===== config.mk =====
export PLATFORM = sky130hd
export DESIGN_NAME = mailbox_producer_ctrl_flat
export DESIGN_NICKNAME = d
export VERILOG_FILES = /design/src/rtl/mailbox_producer_ctrl_if.sv /design/src/rtl/mailbox_producer_ctrl.sv /design/src/flat_wrapper.sv
export SDC_FILE = /design/constraint.sdc
export NUM_CORES = 1
export LEC_CHECK = 0
export CAP_MARGIN = 20
export CORE_AREA = 8 8 67 69
export DETAILED_ROUTE_END_ITERATION = 6
export DIE_AREA = 0 0 75 77
export GPL_TIMING_DRIVEN = 0
export PLACE_DENSITY = 0.76
export SLEW_MARGIN = 0
export SYNTH_ARGS = -nofsm -noshare
export SYNTH_HDL_FRONTEND = slang
export SYNTH_SLANG_ARGS = --single-unit

===== constraint.sdc =====
create_clock -name clk_100mhz -period 2.5 [get_ports clk_100mhz]
set_input_delay 0.75 -clock clk_100mhz [delete_from_list [all_inputs] [get_ports clk_100mhz]]
set_output_delay 0.75 -clock clk_100mhz [all_outputs]
set_load 0.02 [all_outputs]

===== src/rtl/mailbox_producer_ctrl_if.sv =====
// Port-A BRAM, upstream FIFO head and status signals of the mailbox producer.
// The controller drives the BRAM port and FIFO pop (master); the environment drives the rest.
interface mailbox_producer_ctrl_if #(
  parameter int CNT_W = 16
);
  logic [8:0]       bram_douta;
  logic             bram_wea;
  logic [1:0]       bram_addra;
  logic [8:0]       bram_dina;
  logic [7:0]       data_in;
  logic             data_in_valid;
  logic             data_in_ready;
  logic             req_pending;
  logic             overrun_err;
  logic [CNT_W-1:0] words_sent;

  modport master (
    input  bram_douta, data_in, data_in_valid,
    output bram_wea, bram_addra, bram_dina, data_in_ready,
    output req_pending, overrun_err, words_sent
  );

  modport slave (
    output bram_douta, data_in, data_in_valid,
    input  bram_wea, bram_addra, bram_dina, data_in_ready,
    input  req_pending, overrun_err, words_sent
  );
endinterface


===== src/rtl/mailbox_producer_ctrl.sv =====
// Port-A sequencer for the 4-word BRAM mailbox: polls frame_ready (addr0), publishes FIFO
// availability (addr1) and, once per frame_ready rising edge, pops one byte into addr2 with a flipped toggle.
module mailbox_producer_ctrl #(
  parameter int READ_LATENCY = 2,
  parameter int CNT_W        = 16
) (
  input  logic clk_100mhz,
  input  logic rst,
  mailbox_producer_ctrl_if.master mbx
);

  typedef enum logic [2:0] {
    S_POLL,
    S_WAIT,
    S_EVAL,
    S_WR_FIFO,
    S_WR_DATA
  } state_e;

  localparam logic [1:0] WAIT_LAST = 2'((READ_LATENCY > 1) ? READ_LATENCY - 2 : 0);

  state_e           state_q, state_d;
  logic [1:0]       wait_cnt_q, wait_cnt_d;
  logic             prev_fr_q, prev_fr_d;
  logic             toggle_q, toggle_d;
  logic             req_q, req_d;
  logic             ovr_q, ovr_d;
  logic [CNT_W-1:0] words_q, words_d;
  logic             wea_q, wea_d;
  logic [1:0]       addra_q, addra_d;
  logic [8:0]       dina_q, dina_d;
  logic             rdy_q, rdy_d;

  logic fr;
  logic unused_douta;

  assign fr           = mbx.bram_douta[0];
  assign unused_douta = ^mbx.bram_douta[8:1];

  always_ff @(posedge clk_100mhz) begin
    if (rst) begin
      state_q    <= S_POLL;
      wait_cnt_q <= 2'd0;
      prev_fr_q  <= 1'b0;
      toggle_q   <= 1'b0;
      req_q      <= 1'b0;
      ovr_q      <= 1'b0;
      words_q    <= '0;
      wea_q      <= 1'b0;
      addra_q    <= 2'd0;
      dina_q     <= 9'd0;
      rdy_q      <= 1'b0;
    end else begin
      state_q    <= state_d;
      wait_cnt_q <= wait_cnt_d;
      prev_fr_q  <= prev_fr_d;
      toggle_q   <= toggle_d;
      req_q      <= req_d;
      ovr_q      <= ovr_d;
      words_q    <= words_d;
      wea_q      <= wea_d;
      addra_q    <= addra_d;
      dina_q     <= dina_d;
      rdy_q      <= rdy_d;
    end
  end

  always_comb begin
    state_d    = state_q;
    wait_cnt_d = wait_cnt_q;
    prev_fr_d  = prev_fr_q;
    toggle_d   = toggle_q;
    req_d      = req_q;
    ovr_d      = ovr_q;
    words_d    = words_q;

    case (state_q)
      S_POLL: begin
        wait_cnt_d = 2'd0;
        state_d    = (READ_LATENCY > 1) ? S_WAIT : S_EVAL;
      end
      S_WAIT: begin
        if (wait_cnt_q == WAIT_LAST) state_d = S_EVAL;
        else                         wait_cnt_d = wait_cnt_q + 2'd1;
      end
      S_EVAL: begin
        prev_fr_d = fr;
        // Only rising edges of frame_ready count as requests.
        if (fr && !prev_fr_q) begin
          if (req_q) ovr_d = 1'b1;
          else       req_d = 1'b1;
        end
        state_d = S_WR_FIFO;
      end
      S_WR_FIFO: begin
        state_d = (req_q && mbx.data_in_valid) ? S_WR_DATA : S_POLL;
      end
      S_WR_DATA: begin
        toggle_d = ~toggle_q;
        req_d    = 1'b0;
        words_d  = words_q + CNT_W'(1);
        state_d  = S_POLL;
      end
      default: state_d = S_POLL;
    endcase
  end

  // Port outputs are decoded from the next state so the registers match the state they accompany.
  always_comb begin
    wea_d   = 1'b0;
    addra_d = 2'd0;
    dina_d  = 9'd0;
    rdy_d   = 1'b0;
    case (state_d)
      S_WR_FIFO: begin
        wea_d   = 1'b1;
        addra_d = 2'd1;
        dina_d  = {8'h00, mbx.data_in_valid};
      end
      S_WR_DATA: begin
        wea_d   = 1'b1;
        addra_d = 2'd2;
        dina_d  = {mbx.data_in, ~toggle_q};
        rdy_d   = 1'b1;
      end
      default: ;
    endcase
  end

  assign mbx.bram_wea      = wea_q;
  assign mbx.bram_addra    = addra_q;
  assign mbx.bram_dina     = dina_q;
  assign mbx.data_in_ready = rdy_q;
  assign mbx.req_pending   = req_q;
  assign mbx.overrun_err   = ovr_q;
  assign mbx.words_sent    = words_q;

endmodule

===== src/flat_wrapper.sv =====
// flat-port wrapper written by rule: the top's interface ports become plain ports
module mailbox_producer_ctrl_flat 
#(
  parameter int READ_LATENCY = 2,
  parameter int CNT_W        = 16
)
  (clk_100mhz, rst, mbx_bram_douta, mbx_data_in, mbx_data_in_valid, mbx_bram_wea, mbx_bram_addra, mbx_bram_dina, mbx_data_in_ready, mbx_req_pending, mbx_overrun_err, mbx_words_sent);
  mailbox_producer_ctrl_if #(.CNT_W(CNT_W)) mbx_i ();
  input  logic clk_100mhz;
  input  logic rst;
  input wire logic [$bits(mbx_i.bram_douta)-1:0] mbx_bram_douta;
  input wire logic [$bits(mbx_i.data_in)-1:0] mbx_data_in;
  input wire logic [$bits(mbx_i.data_in_valid)-1:0] mbx_data_in_valid;
  output wire logic [$bits(mbx_i.bram_wea)-1:0] mbx_bram_wea;
  output wire logic [$bits(mbx_i.bram_addra)-1:0] mbx_bram_addra;
  output wire logic [$bits(mbx_i.bram_dina)-1:0] mbx_bram_dina;
  output wire logic [$bits(mbx_i.data_in_ready)-1:0] mbx_data_in_ready;
  output wire logic [$bits(mbx_i.req_pending)-1:0] mbx_req_pending;
  output wire logic [$bits(mbx_i.overrun_err)-1:0] mbx_overrun_err;
  output wire logic [$bits(mbx_i.words_sent)-1:0] mbx_words_sent;
  assign mbx_i.bram_douta = mbx_bram_douta;
  assign mbx_i.data_in = mbx_data_in;
  assign mbx_i.data_in_valid = mbx_data_in_valid;
  assign mbx_bram_wea = mbx_i.bram_wea;
  assign mbx_bram_addra = mbx_i.bram_addra;
  assign mbx_bram_dina = mbx_i.bram_dina;
  assign mbx_data_in_ready = mbx_i.data_in_ready;
  assign mbx_req_pending = mbx_i.req_pending;
  assign mbx_overrun_err = mbx_i.overrun_err;
  assign mbx_words_sent = mbx_i.words_sent;
  mailbox_producer_ctrl #(.READ_LATENCY(READ_LATENCY), .CNT_W(CNT_W)) u_core (.clk_100mhz(clk_100mhz), .rst(rst), .mbx(mbx_i));
endmodule

==> qor.yml <==
outcome: "complete, no violations"
use_met3_pct: 2.47
yosys_warnings: 0
ys_async_sr_fraction_pct: 0
fin_setup_tns_ns: 0
worstHoldStart: "u_core.toggle_q$_SDFFE_PP0P_"
syn-cell-area_um2: 1440
whs_ns: 0.485
antenna_cells: 0
antenna_found_initial: 0
initial_core_util_pct: 41.1
core_um2: 3500
final_util_pct: 57.7
syn_nets: 176
grt_pass1_wl_um: 4920
clk_pin_slew_ns: 0.11
drv_slew: 0
num_rows: 22
vias_per_cell: 4.76
grt_pass1_vias: 1095
drt_iter0_markers: 32
synthCells: 154
clock-sinks: 38
cts_inserted_buffers: 5
final.setup.worst_slack_ns: 0.182
min_to: "u_core.mbx.bram_dina[0]$_SDFF_PP0_"
critPathCaptureType: "register"
cts-root-buf: "clkbuf_4"
areaGrowthSynthToFinish_pct: 40.5
hold_viol_final: 0
drive_above_1_share_pct: 6.90
ctsHoldBuffers: 0
hold_path_class: "register to register"
ys_ff_latch: 38
worst-r2r-setup-slack_ns: 0.18
synth_edf_count: 0
worstPathArrival_ns: 2.60
ys.flop_type: "dfxtp_1"
routed_wl_um: 3030
yosysTopAreaCell: "dfxtp_1"
fin_nets: 224
synth_area_leaders: "dfxtp_1, nor2_1, and2_1, a21oi_1, xor2_1"
fin_worst_skew_ns: 0.00586
cpPeakStageDelay_ns: 0.50
maxCapViolCount: 0
die_y_um: 77
power.density_nw_per_um2: 600
ctsResizeCount: 0
io_pins: 51
grt_use_total_pct: 10.9
rsz0062_at_grt: "false"
cp-start-kind: "register"
layout_commonest_cell: "clkdlybuf4s50_1"
whs_path_depth: 1
leakagePower_nw: 0.716
layout_common_cells: "clkdlybuf4s50_1, dfxtp_1, nor2_1, nand2_1, a21oi_1"
grt-ovfl-total: 0
ir_drop_v: 0.000331
num_vias: 1195
fmax_mhz: 431
dp_slack_ns: 0.216
worst-path-buf-inv: 3
top_usage_layer: "met2"
period_needed_ns: 2.32
cts_tree: "built"
cp_top_family: "simple AND/OR/NAND/NOR gates"
die_area_um2: 5780
total_power_mw: 1.21
post_cts_buffers: 0
drcViolationCount: 0
r2r_cells: 7
final-setup-viol-count: 0
worstPathMaxFanout: 8
routedWlPerCell_um: 12.1
met1_usage_pct: 11.9
gp_congestion: 0.755
dieWidth_um: 75
slew-limit-headroom_pct: 35.5
synth_top_area_share_pct: 53.0
drtAntennaViolNets: 0
nFillCells: 340
worst-setup-path-type: "register to register"
crit_slowest_cell: "or4_1"
clk_latency_ns: 0.35
io_buffer_count: 41
ctsLongestPathBuffers: 2
crit_chain: "buf_6 > or3b_1 > buf_2 > or4_1 > buf_2 > or4_1 > a21oi_1"
ys_seq_area_share_pct: 53.0
synth_cell_types: 34
crit-reg2reg-launch: "u_core.state_q[1]$_SDFF_PP0_"
cp.required_ns: 2.78
tightest_slew_ns: 0.965
avgSynthCellArea_um2: 9.33
h-tree-depth: 2
r2r-end: "u_core.mbx.words_sent[15]$_SDFFE_PP0P_"
grt_use_met2_pct: 17.6
grt_max_degree: 13
post-route-period-util_pct: 92.7
drt_first_pass_iters: 4
dpl.hpwl_um: 2220
## metrics by stage
step           area, um^2  instances
4_1_cts              2020        251
5_1_grt              2020        251
6_report             2020        251
3_5_place_dp         1910        243
3_3_place_gp         1910        243
2_1_floorplan        1440        154
## layer usage
metal / vias up / share of wire, %
li1: 632 / -
met1: 531 / 46
met2: 25 / 48
met3: 7 / 3.6
met4: 0 / 2.6
met5: - / 0
## worst max path at each step
stage	startpoint	endpoint	slack, ns	depth (start not counted)
floorplan	u_core.state_q[1]$_SDFF_PP0_	u_core.mbx.words_sent[15]$_SDFFE_PP0P_	0.30	7
global placement	u_core.state_q[2]$_SDFF_PP0_	u_core.mbx.words_sent[15]$_SDFFE_PP0P_	0.23	6
detailed placement	u_core.state_q[1]$_SDFF_PP0_	u_core.mbx.words_sent[15]$_SDFFE_PP0P_	0.22	7
CTS	u_core.state_q[1]$_SDFF_PP0_	u_core.mbx.words_sent[15]$_SDFFE_PP0P_	0.18	7
global route	u_core.state_q[2]$_SDFF_PP0_	u_core.mbx.words_sent[15]$_SDFFE_PP0P_	0.08	6
finish	u_core.state_q[1]$_SDFF_PP0_	u_core.mbx.words_sent[15]$_SDFFE_PP0P_	0.18	7
## state kept, by name, summed over array words and instances, names as in the netlist
name                      cells
u_core.mbx.bram_addra         2
u_core.mbx.bram_dina          9
u_core.mbx.bram_wea           1
u_core.mbx.data_in_ready      1
u_core.mbx.overrun_err        1
u_core.mbx.req_pending        1
u_core.mbx.words_sent        16
u_core.prev_fr_q              1
u_core.state_q                3
u_core.toggle_q               1
u_core.wait_cnt_q             2
## kinds of logic after synthesis
group / count (synthesis) / share of synthesized area, %
fa+ha+maj: 2 / 1.74
mux: 3 / 2.18
xor+xnor: 9 / 5.49
compound gates: 19 / 7.40
buf+inv: 10 / 3.31
simple gates: 73 / 26.9
flops: 38 / 53.0
## layout make-up
class	instances	area, um^2	share of cell area (%)
Sequential cell	38	761	37.7
Multi-Input combinational cell	106	628	31.1
Timing Repair Buffer	41	410	20.3
Clock inverter	2	60.1	2.98
Tap cell	48	60.1	2.98
Clock buffer	6	51.3	2.54
Buffer	6	32.5	1.61
Inverter	4	15.0	0.744
## power breakdown
| group | internal [mW] | leakage (nW) | switching (mW) |
|---|---|---|---|
| registers | 0.611 | 0.307 | 0.00404 |
| clock network | 0.339 | 0.0585 | 0.203 |
| logic | 0.0298 | 0.350 | 0.0240 |
| total | 0.980 | 0.716 | 0.231 |
## synth_stat cells, drive strengths merged, types with 2 or more instances
cell and n:
nand2 11, nand4 4, or3b 2, and2 8, clkbuf 3, xor2 5, nor3 6, o21ai 6
buf 3, a21oi 9, nand3 5, nor2 20, or4 3, inv 4, xnor2 4, nor3b 2
or3 3, and3 2, dfxtp 38, nand2b 2, mux2i 2, ha 2
Note: power is estimated with default switching activity, not from simulation.
